[src/rtl/spike_rate_decoder.sv]
// spike_rate_decoder: turns a spike train back into numbers.
//   - Counts spikes over a programmable window and offers the count on a
//     registered valid/ready interface (rate_out/rate_valid/rate_ready).
//   - Flags a dropped window result in a sticky overrun bit.
//   - Measures the inter-spike interval of consecutive spikes (isi_out/isi_valid).
// Ports:
//   clk, reset        : clock, asynchronous active-high reset
//   enable            : decoding active when high
//   spike             : spike train, sampled every rising edge
//   window            : window length in cycles (0 behaves as 1)
//   rate_out/_valid   : count of the last completed window, handshake valid
//   rate_ready        : consumer accepts rate_out when high with rate_valid
//   overrun           : sticky, a window result was dropped
//   clear_overrun     : synchronous clear of overrun (a same-edge set wins)
//   isi_out/isi_valid : cycles between the last two spikes, one-cycle pulse
module spike_rate_decoder #(
  parameter int unsigned WINDOW_W = 10
) (
  input  logic                clk,
  input  logic                reset,
  input  logic                enable,
  input  logic                spike,
  input  logic [WINDOW_W-1:0] window,
  output logic [7:0]          rate_out,
  output logic                rate_valid,
  input  logic                rate_ready,
  output logic                overrun,
  input  logic                clear_overrun,
  output logic [7:0]          isi_out,
  output logic                isi_valid
);

  localparam int unsigned CNT_W   = 8;
  localparam logic [CNT_W-1:0] CNT_MAX = 8'hFF;
  localparam logic [CNT_W-1:0] ISI_MAX = 8'hFE;

  typedef enum logic [0:0] {
    S_IDLE  = 1'b0,
    S_COUNT = 1'b1
  } state_t;

  state_t              state_q,    state_d;
  logic [WINDOW_W-1:0] win_len_q,  win_len_d;
  logic [WINDOW_W-1:0] win_cnt_q,  win_cnt_d;
  logic [CNT_W-1:0]    spk_cnt_q,  spk_cnt_d;
  logic [CNT_W-1:0]    isi_cnt_q,  isi_cnt_d;
  logic                seen_q,     seen_d;
  logic [CNT_W-1:0]    rate_q,     rate_d;
  logic                rvalid_q,   rvalid_d;
  logic                ovr_q,      ovr_d;
  logic [CNT_W-1:0]    isi_q,      isi_d;
  logic                isiv_q,     isiv_d;

  // Window length as used by the datapath: a programmed 0 means 1.
  logic [WINDOW_W-1:0] window_eff;
  // Counter views for this edge; entering COUNT starts from zero so the
  // entry edge is the first counted edge of the first window.
  logic [WINDOW_W-1:0] win_base, len_base;
  logic [CNT_W-1:0]    spk_base, isi_base, final_cnt;
  logic                seen_base;
  logic                win_end;

  assign window_eff = (window == '0) ? WINDOW_W'(1) : window;

  // Next-state and datapath logic.
  always_comb begin
    state_d   = state_q;
    win_len_d = win_len_q;
    win_cnt_d = win_cnt_q;
    spk_cnt_d = spk_cnt_q;
    isi_cnt_d = isi_cnt_q;
    seen_d    = seen_q;
    rate_d    = rate_q;
    rvalid_d  = rvalid_q;
    ovr_d     = ovr_q;
    isi_d     = isi_q;
    isiv_d    = 1'b0;
    win_end   = 1'b0;

    if (state_q == S_IDLE) begin
      win_base  = '0;
      len_base  = window_eff;
      spk_base  = '0;
      isi_base  = '0;
      seen_base = 1'b0;
    end else begin
      win_base  = win_cnt_q;
      len_base  = win_len_q;
      spk_base  = spk_cnt_q;
      isi_base  = isi_cnt_q;
      seen_base = seen_q;
    end

    // Saturating count including this edge's spike.
    final_cnt = (spike && (spk_base != CNT_MAX)) ? CNT_W'(spk_base + 8'd1) : spk_base;

    if (enable) begin
      state_d = S_COUNT;

      // Window progress; the new window length is sampled only at a window start.
      if (win_base == WINDOW_W'(len_base - WINDOW_W'(1))) begin
        win_end   = 1'b1;
        win_cnt_d = '0;
        spk_cnt_d = '0;
        win_len_d = window_eff;
      end else begin
        win_cnt_d = WINDOW_W'(win_base + WINDOW_W'(1));
        spk_cnt_d = final_cnt;
        win_len_d = len_base;
      end

      // Inter-spike interval; the first spike only arms the measurement.
      if (spike) begin
        if (seen_base) begin
          isi_d  = (isi_base == CNT_MAX) ? CNT_MAX : CNT_W'(isi_base + 8'd1);
          isiv_d = 1'b1;
        end
        isi_cnt_d = '0;
        seen_d    = 1'b1;
      end else begin
        isi_cnt_d = (isi_base >= ISI_MAX) ? ISI_MAX : CNT_W'(isi_base + 8'd1);
        seen_d    = seen_base;
      end
    end else begin
      // Leaving or staying in IDLE: partial window and ISI history are dropped.
      state_d   = S_IDLE;
      win_cnt_d = '0;
      spk_cnt_d = '0;
      isi_cnt_d = '0;
      seen_d    = 1'b0;
    end

    // Result delivery; acceptance on the same edge frees the slot for the new result.
    if (win_end) begin
      if (!rvalid_q || rate_ready) begin
        rate_d   = final_cnt;
        rvalid_d = 1'b1;
      end else begin
        ovr_d    = 1'b1;
      end
    end else if (rvalid_q && rate_ready) begin
      rvalid_d = 1'b0;
    end

    // Clear only when nothing sets overrun on this edge.
    if (clear_overrun && !(win_end && rvalid_q && !rate_ready)) begin
      ovr_d = 1'b0;
    end
  end

  // State and output registers.
  always_ff @(posedge clk or posedge reset) begin
    if (reset) begin
      state_q   <= S_IDLE;
      win_len_q <= WINDOW_W'(1);
      win_cnt_q <= '0;
      spk_cnt_q <= '0;
      isi_cnt_q <= '0;
      seen_q    <= 1'b0;
      rate_q    <= '0;
      rvalid_q  <= 1'b0;
      ovr_q     <= 1'b0;
      isi_q     <= '0;
      isiv_q    <= 1'b0;
    end else begin
      state_q   <= state_d;
      win_len_q <= win_len_d;
      win_cnt_q <= win_cnt_d;
      spk_cnt_q <= spk_cnt_d;
      isi_cnt_q <= isi_cnt_d;
      seen_q    <= seen_d;
      rate_q    <= rate_d;
      rvalid_q  <= rvalid_d;
      ovr_q     <= ovr_d;
      isi_q     <= isi_d;
      isiv_q    <= isiv_d;
    end
  end

  assign rate_out   = rate_q;
  assign rate_valid = rvalid_q;
  assign overrun    = ovr_q;
  assign isi_out    = isi_q;
  assign isi_valid  = isiv_q;

endmodule

[config.mk]
export PLATFORM = sky130hd
export DESIGN_NAME = spike_rate_decoder
export DESIGN_NICKNAME = d
export VERILOG_FILES = /design/src/rtl/spike_rate_decoder.sv
export SDC_FILE = /design/constraint.sdc
export NUM_CORES = 1
export LEC_CHECK = 0
export ABC_AREA = 1
export CAP_MARGIN = 20
export CORE_MARGIN = 2
export CORE_UTILIZATION = 59
export CTS_BUF_LIST = sky130_fd_sc_hd__clkbuf_4 sky130_fd_sc_hd__clkbuf_8
export CTS_CLUSTER_DIAMETER = 50
export CTS_CLUSTER_SIZE = 40
export DETAILED_ROUTE_END_ITERATION = 8
export PLACE_DENSITY_LB_ADDON = 0.25
export SYNTH_ARGS = -nofsm -noshare
export SYNTH_HDL_FRONTEND = slang
export SYNTH_SLANG_ARGS = --single-unit
[constraint.sdc]
create_clock -name clk -period 3 [get_ports clk]
set_input_delay 0.6 -clock clk [delete_from_list [all_inputs] [get_ports clk]]
set_output_delay 0.6 -clock clk [all_outputs]
set_load 0.02 [all_outputs]
==> impl_metrics.env <==
export IMPL_fmax_mhz=355
export IMPL_grt_usage_pct=26.9
export IMPL_die_height_um=80.5
export IMPL_drt_vias_per_instance=5.52
export IMPL_clockBufferDepth=2
export IMPL_syn_area_um2=3450
export IMPL_grt_antenna_before_repair=0
export IMPL_worst_setup_path_end_kind="flip-flop"
export IMPL_finalPower_mw=2.09
export IMPL_dp_hpwl_um=5580
export IMPL_hold_start="rate_out[2]$_DFFE_PP0P_"
export IMPL_wl_per_cell_um=14.1
export IMPL_synth_seq_cells=57
export IMPL_hold_buffers=0
export IMPL_synthTopCellsByCount="nand2_1 (112), inv_1 (60), dfrtp_1 (56)"
export IMPL_hold_path_class="reg2reg"
export IMPL_cts_sinks=57
export IMPL_dr_pass1_iters=5
export IMPL_worst_clock_skew_ns=0.00985
export IMPL_synth_most_common_cell="nand2_1"
export IMPL_period_minus_slack_ns=2.81
export IMPL_gr_total_overflow=0
export IMPL_ant_nets=0
export IMPL_area_growth_pct=24.0
export IMPL_dieWidth_um=80.5
export IMPL_vias=3222
export IMPL_slowest_delay_ns=0.42
export IMPL_ys_warn_count=0
export IMPL_grt_pass1_vias=3025
export IMPL_grt_max_degree=37
export IMPL_gp_congestion=0.943
export IMPL_cp_cell_sequence="clkdlybuf4s50_1, nor2_1, nand2_1, inv_1, nand2_1, nand3_2, nand2_4, ha_2, o21ai_0, a21oi_1, nand2_1, nor2_2, nand4_1, nor2_1, nand2_1, nor2_4, nand2_4, buf_8, nand3_1, nand3_1"
export IMPL_cp_max_fo=5
export IMPL_slew_limit_headroom_pct=70.3
export IMPL_io_buffers=34
export IMPL_outcome="finished, final reports clean"
export IMPL_clk_pin_slew_ns=0.08
export IMPL_ys_types=39
export IMPL_worst_slew_pin_slew_ns=0.444
export IMPL_worst_path_most_repeated_cell="nand2_1"
export IMPL_synth_nets=471
export IMPL_placed_area_um2=3960
export IMPL_synth_top_cell_by_area="dfrtp_1"
export IMPL_core_rowCount=27
export IMPL_clk_latency_ns=0.35
export IMPL_crit_path_top_delay_cell="clkdlybuf4s50_1"
export IMPL_final_cells=584
export IMPL_ys_async_sr_fraction_pct=100
export IMPL_syn_avg_cell_area_um2=7.68
export IMPL_fin_nets=528
export IMPL_yosysSeqAreaShare_pct=41.3
export IMPL_crit_path_start_kind="primary input"
export IMPL_antenna_cells=0
export IMPL_cts_tree="yes"
export IMPL_drc=0
export IMPL_cp_required_ns=3.22
export IMPL_irDropWorstVdd_mv=0.325
export IMPL_hold_viol=0
export IMPL_grt_pass1_wl_um=13500
export IMPL_slew_viol_final=0
export IMPL_synthTopCellsByArea="dfrtp_1 (41%), nand2_1 (12%), inv_1 (6.5%)"
export IMPL_synth_top_cell_area_share_pct=40.6
export IMPL_final_util_pct=76.9
export IMPL_final_area_um2=4280
export IMPL_routed_wl_um=8250
export IMPL_setup_viol=0
export IMPL_drtIter0Drc=285
export IMPL_synthCells=450
export IMPL_ys_flop_type="dfrtp_1"
export IMPL_htreeDepth=3
export IMPL_p_leak_nw=2.16
export IMPL_cts_root_buf="clkbuf_8"
export IMPL_setup_worst_path_class="in2reg"
export IMPL_dp_cells=566
export IMPL_cts_buffers=9
export IMPL_rr_startpoint="state_q$_DFF_PP0_"
export IMPL_drv_cap=0
export IMPL_critPathArrivalTime_ns=3.04
export IMPL_dieArea_um2=6480
export IMPL_core_region_area_um2=5570
export IMPL_drive_above_1_share_pct=16.8
export IMPL_synth_edf_count=0
export IMPL_io_pins=35
export IMPL_powerDensity_nw_per_um2=487
export IMPL_cp_startpoint="window[6]"
export IMPL_fin_crit_sh_pct=93.8
export IMPL_start_util_pct=62.0
-- final cells by class --
type	instances	area, um^2
Multi-Input combinational cell	316	1720
Fill cell	439	1290
Timing Repair Buffer	60	581
Sequential cell	57	1430
Clock buffer	9	124
Clock inverter	7	103
Inverter	63	236
Tap cell	72	90.1
-- logic make-up after synthesis --
group                    Yosys count  synth area share [%]
XOR/XNOR                          24                  6.08
AND/OR/NAND/NOR                  258                  36.0
adder cells (fa/ha/maj)            5                  1.81
flip-flops                        57                  41.3
AO/OA/AOI/OAI                     29                  4.89
buffers and inverters             77                  9.92
-- stage by stage --
stage               TNS [ns]  setup WS [ns]  hold WS [ns]
finish                     0          0.186         0.487
global route         -0.0100        -0.0100         0.511
detailed placement     -6.50         -0.221         0.471
global placement       -4.67         -0.164         0.467
CTS                        0          0.107         0.489
floorplan                  0          0.446         0.458
-- placed cells by master (no fill, tap or decap), types with 2 or more instances in the layout --
cell,instances
a21oi_1,16
buf_4,24
bufinv_16,2
clkbuf_8,9
clkdlybuf4s50_1,26
clkinv_4,2
dfrtp_1,55
dlymetal6s2s_1,8
ha_1,4
inv_1,59
inv_2,4
inv_6,2
nand2_1,112
nand2_4,3
nand3_1,43
nand3_2,2
nand4_1,24
nor2_1,38
nor2_2,17
nor2_4,3
nor3_1,4
nor3_2,3
o21ai_0,5
o21ai_1,3
xnor2_1,6
xor2_1,18
-- path summary, 6_finish.rpt --
kind / depth (start not counted) / slack, ns / endpoint
max: 20 / 0.19 / win_len_q[9]$_DFFE_PP0P_
min: 2 / 0.49 / rate_out[2]$_DFFE_PP0P_
max reg2reg: 16 / 0.31 / win_len_q[9]$_DFFE_PP0P_
min reg2reg: 2 / 0.49 / rate_out[2]$_DFFE_PP0P_
max in group asynchronous: 3 / 1.84 / spk_cnt_q[0]$_DFF_PP0_
min in group asynchronous: 2 / 0.52 / win_len_q[2]$_DFFE_PP0P_
-- power breakdown --
group / leakage [nW] / switching (mW) / total [mW] / internal (mW)
Sequential: 0.752 / 0.0299 / 0.850 / 0.820
Clock: 0.110 / 0.357 / 0.833 / 0.476
Combinational: 1.30 / 0.242 / 0.405 / 0.163
-- worst max-delay path: cells and delay by family --
kind | cells | cell delay (ns)
adder cells (fa/ha/maj) | 1 | 0.31
AND/OR/NAND/NOR | 14 | 1.27
buffers and inverters | 3 | 0.64
AO/OA/AOI/OAI | 2 | 0.19
-- registers in the layout, summed over array words and instances, names as in the netlist --
register    cells
rate_valid      1
spk_cnt_q       8
isi_valid       1
isi_out         8
rate_out        8
win_len_q      10
isi_cnt_q       8
win_cnt_q      10
overrun         1
seen_q          1
state_q         1
-- per-layer routing --
| metal | vias to the layer above | track usage, % | wire length (um) |
|---|---|---|---|
| li1 | 1545 | - | - |
| met1 | 1530 | 35.1 | 3600 |
| met2 | 130 | 44.5 | 3980 |
| met3 | 17 | 5.84 | 528 |
| met4 | 0 | 8.98 | 140 |
| met5 | - | 0 | 0 |
-- timing repair --
| action | 4_1_cts | 5_1_grt |
|---|---|---|
| endpoints found under the setup margin | 0 | 37 |
| endpoints found under the hold margin | 0 | 0 |
| setup buffers | 0 | 1 |
| resized for setup | 0 | 19 |
No activity file was read; power rests on OpenSTA's default activity.
